**src/rtl/pc_redirect_ctrl.sv**
```systemverilog
// Fetch-side redirect controller. It handles load-use stalls, redirects on taken transfers,
// squashes the wrong-path instruction, and keeps a circular return-address stack.
module pc_redirect_ctrl #(
  parameter int unsigned RAS_DEPTH    = 8,
  parameter int unsigned STALL_CYCLES = 1
) (
  input  logic        clk,
  input  logic        reset,
  input  logic        id_valid,
  input  logic        id_is_jmp,
  input  logic        id_is_call,
  input  logic        id_is_ret,
  input  logic        id_is_branch,
  input  logic        id_branch_taken,
  input  logic [15:0] id_npc,
  input  logic [2:0]  id_rs1,
  input  logic [2:0]  id_rs2,
  input  logic        ex_is_load,
  input  logic [2:0]  ex_rd,
  output logic [1:0]  PCsrc,
  output logic        kill,
  output logic        stall,
  output logic [15:0] ReturnAddress,
  output logic [4:0]  ras_count,
  output logic        ras_overflow,
  output logic        ras_underflow
);

  localparam int unsigned PTR_W   = $clog2(RAS_DEPTH);
  localparam int unsigned CNT_W   = 2;
  localparam int unsigned RCNT_W  = 5;
  localparam int unsigned ADDR_W  = 16;

  localparam logic [1:0] SRC_SEQ = 2'b00;
  localparam logic [1:0] SRC_J   = 2'b01;
  localparam logic [1:0] SRC_I   = 2'b10;
  localparam logic [1:0] SRC_RA  = 2'b11;

  logic [ADDR_W-1:0] r_ras [RAS_DEPTH];
  logic [PTR_W-1:0]  r_ptr;
  logic [RCNT_W-1:0] r_count;
  logic [CNT_W-1:0]  r_stall_cnt;
  logic              r_squash;
  logic [1:0]        r_pcsrc;
  logic              r_kill;
  logic              r_stall;
  logic [ADDR_W-1:0] r_ret_addr;
  logic              r_overflow;
  logic              r_underflow;

  logic             w_hazard;
  logic             w_eval;
  logic             w_call;
  logic             w_ret;
  logic             w_br_taken;
  logic             w_xfer;
  logic             w_ras_full;
  logic             w_ras_empty;
  logic [PTR_W-1:0] w_top;

  // Decode the evaluated ID instruction. When call and ret are both set, it is treated as a call.
  always_comb begin
    w_hazard    = ex_is_load && ((ex_rd == id_rs1) || (ex_rd == id_rs2));
    w_eval      = id_valid && (r_stall_cnt == '0) && !r_squash;
    w_call      = id_is_call;
    w_ret       = id_is_ret && !id_is_call;
    w_br_taken  = id_is_branch && id_branch_taken;
    w_xfer      = id_is_jmp || w_call || w_ret || w_br_taken;
    w_ras_full  = (r_count == RCNT_W'(RAS_DEPTH));
    w_ras_empty = (r_count == '0);
    w_top       = PTR_W'(r_ptr - PTR_W'(1));
  end

  always_ff @(posedge clk) begin
    if (reset) begin
      for (int i = 0; i < int'(RAS_DEPTH); i++) r_ras[i] <= '0;
      r_ptr       <= '0;
      r_count     <= '0;
      r_stall_cnt <= '0;
      r_squash    <= 1'b0;
      r_pcsrc     <= SRC_SEQ;
      r_kill      <= 1'b0;
      r_stall     <= 1'b0;
      r_ret_addr  <= '0;
      r_overflow  <= 1'b0;
      r_underflow <= 1'b0;
    end else begin
      r_kill   <= 1'b0;
      r_pcsrc  <= SRC_SEQ;
      r_squash <= 1'b0;
      if (r_stall_cnt != '0) begin
        // Counting down a load-use stall; ID is frozen and not evaluated.
        r_stall_cnt <= CNT_W'(r_stall_cnt - CNT_W'(1));
        r_stall     <= (r_stall_cnt != CNT_W'(1));
      end else if (w_eval && w_hazard) begin
        r_stall_cnt <= CNT_W'(STALL_CYCLES);
        r_stall     <= 1'b1;
      end else begin
        r_stall <= 1'b0;
        if (w_eval && w_xfer) begin
          r_kill   <= 1'b1;
          r_squash <= 1'b1;
          if (w_call) begin
            r_pcsrc      <= SRC_J;
            r_ras[r_ptr] <= id_npc;
            r_ptr        <= PTR_W'(r_ptr + PTR_W'(1));
            if (w_ras_full) r_overflow <= 1'b1;
            else            r_count    <= RCNT_W'(r_count + RCNT_W'(1));
          end else if (w_ret) begin
            r_pcsrc <= SRC_RA;
            if (w_ras_empty) begin
              r_ret_addr  <= '0;
              r_underflow <= 1'b1;
            end else begin
              r_ret_addr <= r_ras[w_top];
              r_ptr      <= w_top;
              r_count    <= RCNT_W'(r_count - RCNT_W'(1));
            end
          end else if (id_is_jmp) begin
            r_pcsrc <= SRC_J;
          end else begin
            r_pcsrc <= SRC_I;
          end
        end
      end
    end
  end

  assign PCsrc         = r_pcsrc;
  assign kill          = r_kill;
  assign stall         = r_stall;
  assign ReturnAddress = r_ret_addr;
  assign ras_count     = r_count;
  assign ras_overflow  = r_overflow;
  assign ras_underflow = r_underflow;

endmodule

```
**config.mk**
```make
export PLATFORM = sky130hd
export DESIGN_NAME = pc_redirect_ctrl
export DESIGN_NICKNAME = d
export VERILOG_FILES = /design/src/rtl/pc_redirect_ctrl.sv
export SDC_FILE = /design/constraint.sdc
export NUM_CORES = 1
export LEC_CHECK = 0
export ABC_AREA = 0
export CAP_MARGIN = 20
export CORE_MARGIN = 1.5
export CORE_UTILIZATION = 60
export CTS_CLUSTER_SIZE = 28
export DETAILED_ROUTE_END_ITERATION = 12
export GPL_TIMING_DRIVEN = 0
export PLACE_DENSITY = 0.94
export SLEW_MARGIN = 25
export SYNTH_ARGS = -nofsm -noshare
export SYNTH_HDL_FRONTEND = slang
export SYNTH_SLANG_ARGS = --single-unit
```
**constraint.sdc**
```tcl
create_clock -name clk -period 8 [get_ports clk]
set_input_delay 1.2 -clock clk [delete_from_list [all_inputs] [get_ports clk]]
set_output_delay 1.2 -clock clk [all_outputs]
set_load 0.05 [all_outputs]
```
==> results of run 1 <==
[how the worst max path moves through the flow]
stage                  start           end  slack [ps]
global route        id_valid   r_ras[4][9]        3850
finish              id_valid  r_ras[3][12]        3880
floorplan           id_valid   r_ras[4][0]        3970
CTS                 id_valid   r_ras[3][5]        3960
global placement    id_valid   r_ras[5][1]        2380
detailed placement  id_valid   r_ras[4][1]        3660
[stage by stage]
stage               hold WS [ps]  cells  power (mW)  instance area (µm²)  setup slack [ps]
CTS                          470    799        2.08                 8570              3960
finish                       462    799        2.10                 8570              3880
detailed placement           463    767        1.31                 8020              3660
global route                 493    799        2.14                 8570              3850
floorplan                    443    556        1.18                 7090              3970
global placement             435    759        1.28                 7870              2380
[tightest hold or removal path, stage by stage, from the launching register on]
cell	delay [ps]
dfxtp_1	310
inv_1	50
a21oi_1	50
[cell usage after synthesis (6+ instances only)]
master      n  area share [%]
nor2_1    154             8.2
edfxtp_1  128              54
nand2_1    34             1.8
dfxtp_1    32             9.0
mux4_2     32              10
clkbuf_1   25             1.3
nor2b_1    17             1.5
a22oi_1    16             1.7
mux2_2     16             2.5
o21ai_0    14            0.99
a21oi_1    13            0.92
xnor2_1     9             1.1
nand3_1     7            0.49
inv_1       6            0.32
[power by group]
part / leakage, nW / internal, mW / switching, mW / total [mW]
sequential: 1.59 / 0.935 / 0.0187 / 0.954
combinational: 1.07 / 0.143 / 0.221 / 0.364
clock: 0.257 / 0.452 / 0.328 / 0.780
total: 2.91 / 1.53 / 0.567 / 2.10
[state kept, by name, indices dropped and copies added (netlist names), 2 cells and up]
signal / flops
r_ras: 128
ras_count: 5
r_stall_cnt: 2
PCsrc: 2
ReturnAddress: 16
r_ptr: 3
[layout make-up]
cell class | instances | area share (%)
timing repair buffer | 68 | 8.32
inverter | 6 | 0.263
buffer | 34 | 1.56
tap | 143 | 2.09
sequential | 160 | 52.3
clock inverter | 13 | 1.42
multi-input combinational | 356 | 29.0
clock buffer | 19 | 5.05
[layer usage]
| layer | up-vias | global-route usage, % | share of wire [%] |
|---|---|---|---|
| met5 | - | 0 | 0 |
| met2 | 507 | 53.6 | 48 |
| met3 | 130 | 10.8 | 12 |
| met4 | 0 | 18.7 | 6.8 |
| li1 | 2198 | - | - |
| met1 | 2540 | 40.1 | 34 |
[kinds of logic after synthesis]
kind of cell,after synthesis
buffers and inverters,40
adders and majority gates,6
muxes,49
and+or+nand+nor,238
DFF,160
xor gates and xnor gates,11
AOI/OAI and AO/OA,52
==> impl_metrics.env, run 1 <==
export IMPL_num_rows=39
export IMPL_synth_top_family_by_area="simple AND/OR/NAND/NOR gates"
export IMPL_slew_headroom_pct=42.2
export IMPL_max_freq_mhz=243
export IMPL_yosys_warnings=0
export IMPL_grt_pass1_wl_um=30300
export IMPL_cp_arrival_ps=4260
export IMPL_final_antenna_net_count=0
export IMPL_die_w_um=112
export IMPL_place_hpwl_um=12800
export IMPL_critPathLaunchType="input pin"
export IMPL_die_area_mm2=0.0125
export IMPL_drv_slew=0
export IMPL_r2r_end="ReturnAddress[14]"
export IMPL_synthFlopType="edfxtp_1"
export IMPL_syn_num_nets=596
export IMPL_synth_simple_gate_area_share_pct=14.5
export IMPL_start_util_pct=61.8
export IMPL_ir_drop_v=0.000143
export IMPL_synth_area_mm2=0.00709
export IMPL_clk_path_buf_depth=2
export IMPL_fin_crit_ps=4120
export IMPL_insertion_delay_ps=440
export IMPL_cts_setup_buffers=0
export IMPL_grt_pass1_vias=5389
export IMPL_firstDrtPassIters=8
export IMPL_critPathRequiredTime_ps=8140
export IMPL_via_per_inst=6.73
export IMPL_synth_adder_area_share_pct=1.17
export IMPL_drcViolationCount=0
export IMPL_reg2reg_from="r_ptr[0]"
export IMPL_drive_gt1_share_pct=15.5
export IMPL_hold_viol_final=0
export IMPL_setup_violations_final=0
export IMPL_synth_compound_area_share_pct=4.61
export IMPL_die_height_um=112
export IMPL_worst_path_buf_inv=2
export IMPL_r2r_slack_ps=4080
export IMPL_cts_resized=0
export IMPL_tightestPinTransition_ps=867
export IMPL_crit_type="in -> reg"
export IMPL_crit_family="simple AND/OR/NAND/NOR gates"
export IMPL_mostFrequentLayoutCells="nor2_1 (154), edfxtp_1 (128), clkdlybuf4s50_1 (60), nand2_1 (34)"
export IMPL_num_fill_cells=642
export IMPL_clock_root_buffer="clkbuf_16"
export IMPL_rsz0062_at_grt="no"
export IMPL_async_flop_share_pct=0
export IMPL_design_portCount=61
export IMPL_grt_total_usage_pct=33.3
export IMPL_regArea_mm2=0.00448
export IMPL_min_delay_start="ras_underflow"
export IMPL_whs_path_depth=2
export IMPL_cts_tree="yes"
export IMPL_max_cap_violations=0
export IMPL_whs_endpoint="ras_underflow"
export IMPL_pwr_density_cell_mw_per_mm2=245
export IMPL_cp_end_kind="register"
export IMPL_status="finished, final reports clean"
export IMPL_path_cells="clkdlybuf4s50_1, or4b_4, a21o_1, nor3_2, nand3_1, o21ai_2, buf_8"
export IMPL_cts_hold_buf=0
export IMPL_path_clk_slew_ps=60
export IMPL_area_growth_syn_to_layout_pct=20.9
export IMPL_cts_htree_levels=4
export IMPL_min_path_type="reg -> reg"
export IMPL_drt_wl_total_um=20100
export IMPL_muxShareOfSynthArea_pct=12.9
export IMPL_seq_area_frac_synth_pct=63.3
export IMPL_multi_input_area_mm2=0.00248
export IMPL_reg2reg_depth=10
export IMPL_wire_per_inst_um=25.2
export IMPL_num_vias=5375
export IMPL_cp_max_fo=11
export IMPL_finalCritPeriodShare_pct=51.5
export IMPL_syn_inst=556
export IMPL_final_nets=683
export IMPL_cts_sinks=160
export IMPL_ys_seq_elements=160
export IMPL_gp_congestion=0.855
export IMPL_synth_edf_count=128
export IMPL_synthXorXnorAreaFrac_pct=1.36
export IMPL_slowest_delay_ps=590
export IMPL_crit_path_top_delay_cell="o21ai_2"
export IMPL_core_mm2=0.0115
export IMPL_cts_buffers=17
export IMPL_grt_antenna_before_repair=0
export IMPL_grt_max_degree=17
export IMPL_diodes=0
export IMPL_fin_setup_tns_ps=0
export IMPL_overflow=0
export IMPL_io_buffers=60
export IMPL_finalClockSkew_ps=14.3
export IMPL_syn_area_per_cell_um2=12.7
export IMPL_critical_path_depth=7
export IMPL_ys_types=42
export IMPL_layout_commonest_cell="nor2_1"
export IMPL_p_leak_nw=2.91
export IMPL_finish_utilization_pct=74.7
export IMPL_drtIter0Drc=834
(Power assumes the default switching activity.)
==> inputs of run 2 (changes only) <==
--- a/config.mk
+++ b/config.mk
@@ -8,11 +8,11 @@
 export ABC_AREA = 0
 export CAP_MARGIN = 20
 export CORE_MARGIN = 1.5
-export CORE_UTILIZATION = 60
+export CORE_UTILIZATION = 58
 export CTS_CLUSTER_SIZE = 28
 export DETAILED_ROUTE_END_ITERATION = 12
 export GPL_TIMING_DRIVEN = 0
-export PLACE_DENSITY = 0.94
+export PLACE_DENSITY = 0.92
 export SLEW_MARGIN = 25
 export SYNTH_ARGS = -nofsm -noshare
 export SYNTH_HDL_FRONTEND = slang
==> constraint.sdc (replaced) <==
create_clock -name clk -period 4.2 [get_ports clk]
set_input_delay 0.63 -clock clk [delete_from_list [all_inputs] [get_ports clk]]
set_output_delay 0.63 -clock clk [all_outputs]
set_load 0.05 [all_outputs]
==> run 2 against run 1 <==
  * Global-route usage is 3.4 points lower
  * Count of clock-buffer cells in the layout is 1 lower
  * Final area is 0.76% higher
  * Hold slack worse by 13 ps
  * Critical path depth is 2 higher
  * Sequential share of layout area is 0.39 points lower
  * Register-to-register slack worse by 3700 ps
  * Power is 97% higher
  * Critical endpoint is now ReturnAddress[3]
  * Die area is 3.3% higher
  * Cell count is 0.38% higher
  * Sequential cell count stayed put
  * Critical path type is now reg -> reg
  * Worst setup slack worse by 3500 ps
==> impl_metrics.env, run 2 (synthesis gave the netlist of run 1 again) <==
export IMPL_drive_gt1_share_pct=15.7
export IMPL_max_freq_mhz=259
export IMPL_cp_max_fo=10
export IMPL_finalClockSkew_ps=7.04
export IMPL_firstDrtPassIters=6
export IMPL_tightestPinTransition_ps=890
export IMPL_critPathRequiredTime_ps=4500
export IMPL_finalPower_mw=4.13
export IMPL_num_rows=40
export IMPL_cp_end_kind="register"
export IMPL_drt_wl_total_um=18300
export IMPL_reg2reg_from="r_ptr[0]"
export IMPL_start_util_pct=59.2
export IMPL_drtIter0Drc=655
export IMPL_mostFrequentLayoutCells="nor2_1 (154), edfxtp_1 (128), clkdlybuf4s50_1 (60), nand2_1 (34)"
export IMPL_num_vias=5105
export IMPL_wire_per_inst_um=22.9
export IMPL_crit_type="reg -> reg"
export IMPL_cts_setup_buffers=0
export IMPL_switching_share_pct=25.0
export IMPL_multi_input_area_mm2=0.00248
export IMPL_die_height_um=114
export IMPL_grt_antenna_before_repair=0
export IMPL_whs_endpoint="ras_underflow"
export IMPL_core_mm2=0.0120
export IMPL_min_path_type="reg -> reg"
export IMPL_cts_sinks=160
export IMPL_largest_register="r_ras"
export IMPL_rsz0062_at_grt="no"
export IMPL_min_delay_start="ras_underflow"
export IMPL_area_growth_syn_to_layout_pct=21.9
export IMPL_setup_violations_final=0
export IMPL_p_seq_share_pct=44.0
export IMPL_finalCritPeriodShare_pct=92.0
export IMPL_finish_utilization_pct=72.2
export IMPL_cts_hold_buf=0
export IMPL_layout_commonest_cell="nor2_1"
export IMPL_cts_htree_levels=4
export IMPL_final_nets=683
export IMPL_power_share_clock_pct=39.8
export IMPL_max_cap_violations=0
export IMPL_die_w_um=114
export IMPL_r2r_end="ReturnAddress[3]"
export IMPL_grt_pass1_wl_um=28000
export IMPL_final_antenna_net_count=0
export IMPL_diodes=0
export IMPL_ir_drop_v=0.000270
export IMPL_status="finished, final reports clean"
export IMPL_cts_buffers=17
export IMPL_cp_arrival_ps=4170
export IMPL_reg2reg_depth=9
export IMPL_hold_viol_final=0
export IMPL_fin_setup_tns_ps=0
export IMPL_io_buffers=60
export IMPL_largest_reg_flops=128
export IMPL_design_portCount=61
export IMPL_grt_total_usage_pct=30.0
export IMPL_die_area_mm2=0.0129
export IMPL_overflow=0
export IMPL_p_comb_share_pct=16.3
export IMPL_gp_congestion=0.892
export IMPL_clock_root_buffer="clkbuf_16"
export IMPL_clk_path_buf_depth=2
export IMPL_regArea_mm2=0.00448
export IMPL_intPower_mw=3.09
export IMPL_pre_cts_slack_ps=367
export IMPL_cts_tree="yes"
export IMPL_insertion_delay_ps=430
export IMPL_slew_headroom_pct=40.5
export IMPL_pwr_density_cell_mw_per_mm2=478
export IMPL_cts_resized=0
export IMPL_p_leak_nw=2.94
export IMPL_stdcell_count=802
export IMPL_fin_crit_ps=3870
export IMPL_grt_pass1_vias=5174
export IMPL_p_sw_mw=1.03
export IMPL_fin_ws_ps=335
export IMPL_grt_max_degree=17
export IMPL_r2r_slack_ps=330
export IMPL_via_per_inst=6.37
export IMPL_whs_path_depth=2
export IMPL_path_clk_slew_ps=60
export IMPL_num_fill_cells=716
export IMPL_dp_cells=771
export IMPL_drcViolationCount=0
export IMPL_place_hpwl_um=12700
export IMPL_drv_slew=0
export IMPL_critPathLaunchType="register"
==> run 2: cell types whose count changed in the layout (fill, tap and decap cells not counted) <==
cell / before / now
buf_1: 4 / 5
buf_6: 2 / 4
buf_8: 6 / 4
bufinv_16: 2 / 5
clkbuf_1: 27 / 26
clkbuf_2: 2 / 1
clkinv_1: 3 / 1
clkinv_2: 3 / 4
clkinvlp_4: 4 / 2
==> run 2: worst max path at each step <==
stage | from | to | slack (ps) | cells after the start
global placement | id_valid | r_ras[0][4] | -870 | 6
global route | r_ptr[0] | ReturnAddress[0] | 180 | 10
finish | r_ptr[0] | ReturnAddress[3] | 330 | 9
CTS | r_ptr[0] | ReturnAddress[0] | 390 | 10
detailed placement | id_valid | r_ras[0][5] | 370 | 7
floorplan | id_valid | r_ras[4][0] | 740 | 5
==> run 2: layout make-up <==
class,instances,area share [%]
flip-flops and latches,160,51.9
multi-input cells,356,28.8
repair buffers,68,8.17
clock buffers,18,4.97
clock inverters,13,2.25
well taps,147,2.13
plain buffers,34,1.54
inverters,6,0.261
==> run 2: power groups by stage <==
stage / sequential [mW] / clock [mW] / combinational (mW)
2_1_floorplan: 1.88 / 0 / 0.377
3_5_place_dp: 1.84 / 0 / 0.649
5_1_grt: 1.82 / 1.70 / 0.700
6_report: 1.81 / 1.64 / 0.672
4_1_cts: 1.81 / 1.64 / 0.660
3_3_place_gp: 1.84 / 0 / 0.605
==> run 2: layer usage <==
layer	track usage, %	share of wire (%)
met2	47.3	47
met1	35.1	34
met5	0	0
met4	19.4	6.4
met3	10.4	12
==> run 2: worst max-delay path, stage by stage, from the launching register on <==
cell and delay (ps):
dfxtp_1 360, buf_2 340, buf_1 570, inv_1 190, ha_1 280, xor2_1 710
clkbuf_1 580, mux2_2 450, a22oi_1 190, nor2_1 70
==> run 2: through the flow <==
stage | instance area (µm²) | hold WS [ps]
floorplan | 7090 | 443
global placement | 7870 | 433
detailed placement | 8010 | 440
CTS | 8640 | 448
global route | 8640 | 488
finish | 8640 | 449
==> inputs of run 3 (changes only) <==
--- a/config.mk
+++ b/config.mk
@@ -5,14 +5,14 @@
 export SDC_FILE = /design/constraint.sdc
 export NUM_CORES = 1
 export LEC_CHECK = 0
-export ABC_AREA = 0
+export ABC_AREA = 1
 export CAP_MARGIN = 20
 export CORE_MARGIN = 1.5
-export CORE_UTILIZATION = 58
+export CORE_UTILIZATION = 54
 export CTS_CLUSTER_SIZE = 28
 export DETAILED_ROUTE_END_ITERATION = 12
 export GPL_TIMING_DRIVEN = 0
-export PLACE_DENSITY = 0.92
+export PLACE_DENSITY = 0.87
 export SLEW_MARGIN = 25
 export SYNTH_ARGS = -nofsm -noshare
 export SYNTH_HDL_FRONTEND = slang
==> run 3 against run 2 <==
  * Global-route usage fell by 2.7 points
  * Synthesized cell count is 47% higher
  * Final area up 2.3%
  * Cell count grew 36%
  * Sequential share of layout area decreased by 1.2 points
  * Critical path depth up 3
  * Largest power group unchanged
  * Highest routed layer unchanged
  * Register-to-register slack better by 630 ps
  * Synthesized area increased by 5.6%
  * Die area rose by 13%
  * Critical endpoint is now ReturnAddress[7]
  * Count of clock-buffer cells in the layout decreased by 1
  * Worst setup slack improved by 630 ps
==> impl_metrics.env, run 3 <==
export IMPL_yosys_top_cells_area="edfxtp_1 (51%), nor2_1 (14%), dfxtp_1 (8.6%)"
export IMPL_intPower_mw=2.81
export IMPL_firstDrtPassIters=5
export IMPL_slowest_delay_ps=490
export IMPL_final_nets=938
export IMPL_finalPower_mw=4.14
export IMPL_muxShareOfSynthArea_pct=0
export IMPL_syn_area_per_cell_um2=9.13
export IMPL_synth_top_area_share_pct=51.4
export IMPL_synth_top_cell_by_area="edfxtp_1"
export IMPL_synthXorXnorAreaFrac_pct=0.819
export IMPL_setup_violations_final=0
export IMPL_cp_end_kind="register"
export IMPL_finalCritPeriodShare_pct=77.0
export IMPL_yosys_top_cells_count="nor2_1 (287), edfxtp_1 (128), nand2_1 (97), o21ai_0 (66), inv_1 (62)"
export IMPL_drt_wl_total_um=19000
export IMPL_ir_drop_v=0.000304
export IMPL_stdcell_count=1087
export IMPL_drcViolationCount=0
export IMPL_yosys_warnings=0
export IMPL_wire_per_inst_um=17.5
export IMPL_synth_adder_area_share_pct=1.10
export IMPL_fin_setup_tns_ps=0
export IMPL_grt_max_degree=17
export IMPL_synth_compound_area_share_pct=7.93
export IMPL_max_freq_mhz=309
export IMPL_synthFlopType="edfxtp_1"
export IMPL_seq_area_frac_synth_pct=59.9
export IMPL_p_comb_share_pct=21.9
export IMPL_drtIter0Drc=774
export IMPL_clock_root_buffer="clkbuf_16"
export IMPL_synth_area_mm2=0.00748
export IMPL_largest_reg_flops=128
export IMPL_r2r_end="ReturnAddress[7]"
export IMPL_finalClockSkew_ps=8.91
export IMPL_drive_gt1_share_pct=7.79
export IMPL_die_area_mm2=0.0146
export IMPL_gp_congestion=0.922
export IMPL_crit_type="reg -> reg"
export IMPL_place_hpwl_um=12500
export IMPL_final_antenna_net_count=0
export IMPL_clk_path_buf_depth=2
export IMPL_rsz0062_at_grt="no"
export IMPL_cts_tree="yes"
export IMPL_critPathLaunchType="register"
export IMPL_tightestPinTransition_ps=872
export IMPL_critPathRequiredTime_ps=4570
export IMPL_ys_seq_elements=160
export IMPL_min_delay_start="ras_overflow"
export IMPL_die_w_um=121
export IMPL_crit_top_cell="nor2_1"
export IMPL_num_fill_cells=1010
export IMPL_path_clk_slew_ps=60
export IMPL_crit_path_top_delay_cell="clkbuf_1"
export IMPL_start_util_pct=55.8
export IMPL_switching_share_pct=32.0
export IMPL_num_rows=42
export IMPL_async_flop_share_pct=0
export IMPL_grt_pass1_vias=5800
export IMPL_p_sw_mw=1.33
export IMPL_cts_sinks=160
export IMPL_whs_path_depth=2
export IMPL_cts_resized=0
export IMPL_dp_cells=1055
export IMPL_fin_ws_ps=968
export IMPL_mostFrequentLayoutCells="nor2_1 (287), edfxtp_1 (128), nand2_1 (97), o21ai_0 (66), inv_1 (62)"
export IMPL_grt_pass1_wl_um=29300
export IMPL_cts_buffers=17
export IMPL_status="finished, final reports clean"
export IMPL_overflow=0
export IMPL_cts_htree_levels=4
export IMPL_hold_viol_final=0
export IMPL_r2r_slack_ps=970
export IMPL_reg2reg_depth=12
export IMPL_io_buffers=59
export IMPL_synth_edf_count=128
export IMPL_p_leak_nw=3.77
export IMPL_syn_num_nets=860
export IMPL_insertion_delay_ps=430
export IMPL_min_path_type="reg -> reg"
export IMPL_pwr_density_cell_mw_per_mm2=469
export IMPL_synth_top_family_by_area="simple AND/OR/NAND/NOR gates"
export IMPL_area_growth_syn_to_layout_pct=18.1
export IMPL_design_portCount=61
export IMPL_yosysMostFrequentCell="nor2_1"
export IMPL_synth_simple_gate_area_share_pct=23.8
export IMPL_layout_commonest_cell="nor2_1"
export IMPL_drv_slew=0
export IMPL_max_cap_violations=0
export IMPL_hold_worst_slack_ps=461
export IMPL_via_per_inst=5.61
export IMPL_die_height_um=121
export IMPL_ys_types=29
export IMPL_path_cells="buf_2, clkinv_1, clkbuf_1, ha_1, buf_2, clkbuf_1, o21ai_0, o211ai_1, nand2_1, nor2_1, nor2_1, nor2_1"
export IMPL_largest_register="r_ras"
export IMPL_power_share_clock_pct=34.2
export IMPL_grt_total_usage_pct=27.3
export IMPL_diodes=0
export IMPL_pre_cts_slack_ps=819
export IMPL_slew_headroom_pct=41.7
export IMPL_p_seq_share_pct=43.9
export IMPL_fin_crit_ps=3230
export IMPL_cp_max_fo=10
export IMPL_syn_inst=820
export IMPL_reg2reg_from="r_ptr[0]"
export IMPL_cp_arrival_ps=3600
export IMPL_cts_hold_buf=0
export IMPL_whs_endpoint="ras_overflow"
export IMPL_grt_antenna_before_repair=0
export IMPL_core_mm2=0.0134
export IMPL_cts_setup_buffers=0
export IMPL_num_vias=6101
-- run 3: changes by cell type after synthesis, moves of 16 or more --
cell | before | now
o22ai_1 | 0 | 16
nor2b_1 | 17 | 0
inv_1 | 6 | 62
a22oi_1 | 16 | 0
o211ai_1 | 0 | 16
nor2_1 | 154 | 287
o21ai_0 | 14 | 66
mux4_2 | 32 | 0
nand2_1 | 34 | 97
mux2_2 | 16 | 0
-- run 3: worst max-delay path by stage --
stage | end | slack, ps | cells after the start | from
after floorplan | r_ras[4][0] | 1840 | 12 | ex_rd[0]
after global placement | r_ras[4][8] | 860 | 10 | id_is_call
after detailed placement | r_ras[4][8] | 820 | 10 | id_is_call
after CTS | ReturnAddress[8] | 1140 | 12 | r_ptr[0]
after global routing | ReturnAddress[8] | 780 | 12 | r_ptr[0]
final | ReturnAddress[7] | 970 | 12 | r_ptr[0]
-- run 3: area by class of cell --
type / instances / area, µm² / share of cell area, %
Timing Repair Buffer: 59 / 591 / 6.68
Clock inverter: 15 / 115 / 1.30
Buffer: 43 / 235 / 2.66
Clock buffer: 17 / 425 / 4.82
Inverter: 65 / 244 / 2.76
Multi-Input combinational cell: 552 / 2520 / 28.5
Tap cell: 176 / 220 / 2.49
Sequential cell: 160 / 4480 / 50.8
-- run 3: worst max-delay path: cells and delay by family (launching register included) --
kind / cells / cell delay [ps]
buffers and inverters: 5 / 1460
and+or+nand+nor: 4 / 500
DFF: 1 / 350
adders and majority gates: 1 / 430
AOI/OAI and AO/OA: 2 / 410
-- run 3: through the flow --
step | area (µm²) | utilization [%]
after global placement | 8290 | 61.9
final | 8830 | 65.9
after CTS | 8830 | 65.9
after floorplan | 7480 | -
after detailed placement | 8290 | 61.9
after global routing | 8830 | 65.9
-- run 3: routing by layer --
metal	part of all wire [%]	global-route usage (%)	routed length, µm	vias up
li1	-	-	-	2855
met1	37	33.3	6990	2773
met2	47	44.1	8940	395
met3	11	6.98	2120	78
met4	5.0	15.6	945	0
met5	0	0	0	-
-- run 3: power by group through the flow --
stage / sequential, mW / clock (mW) / combinational (mW)
finish: 1.82 / 1.41 / 0.906
global route: 1.82 / 1.47 / 0.975
CTS: 1.82 / 1.41 / 0.880
detailed placement: 1.85 / 0 / 0.867
global placement: 1.85 / 0 / 0.845
floorplan: 1.91 / 0 / 0.513
-- run 3: logic make-up after synthesis --
| logic type | count (synthesis) |
|---|---|
| AND/OR/NAND/NOR | 433 |
| flip-flops | 160 |
| buffers and inverters | 108 |
| AO/OA/AOI/OAI | 106 |
| XOR/XNOR | 7 |
| adder cells (fa/ha/maj) | 6 |
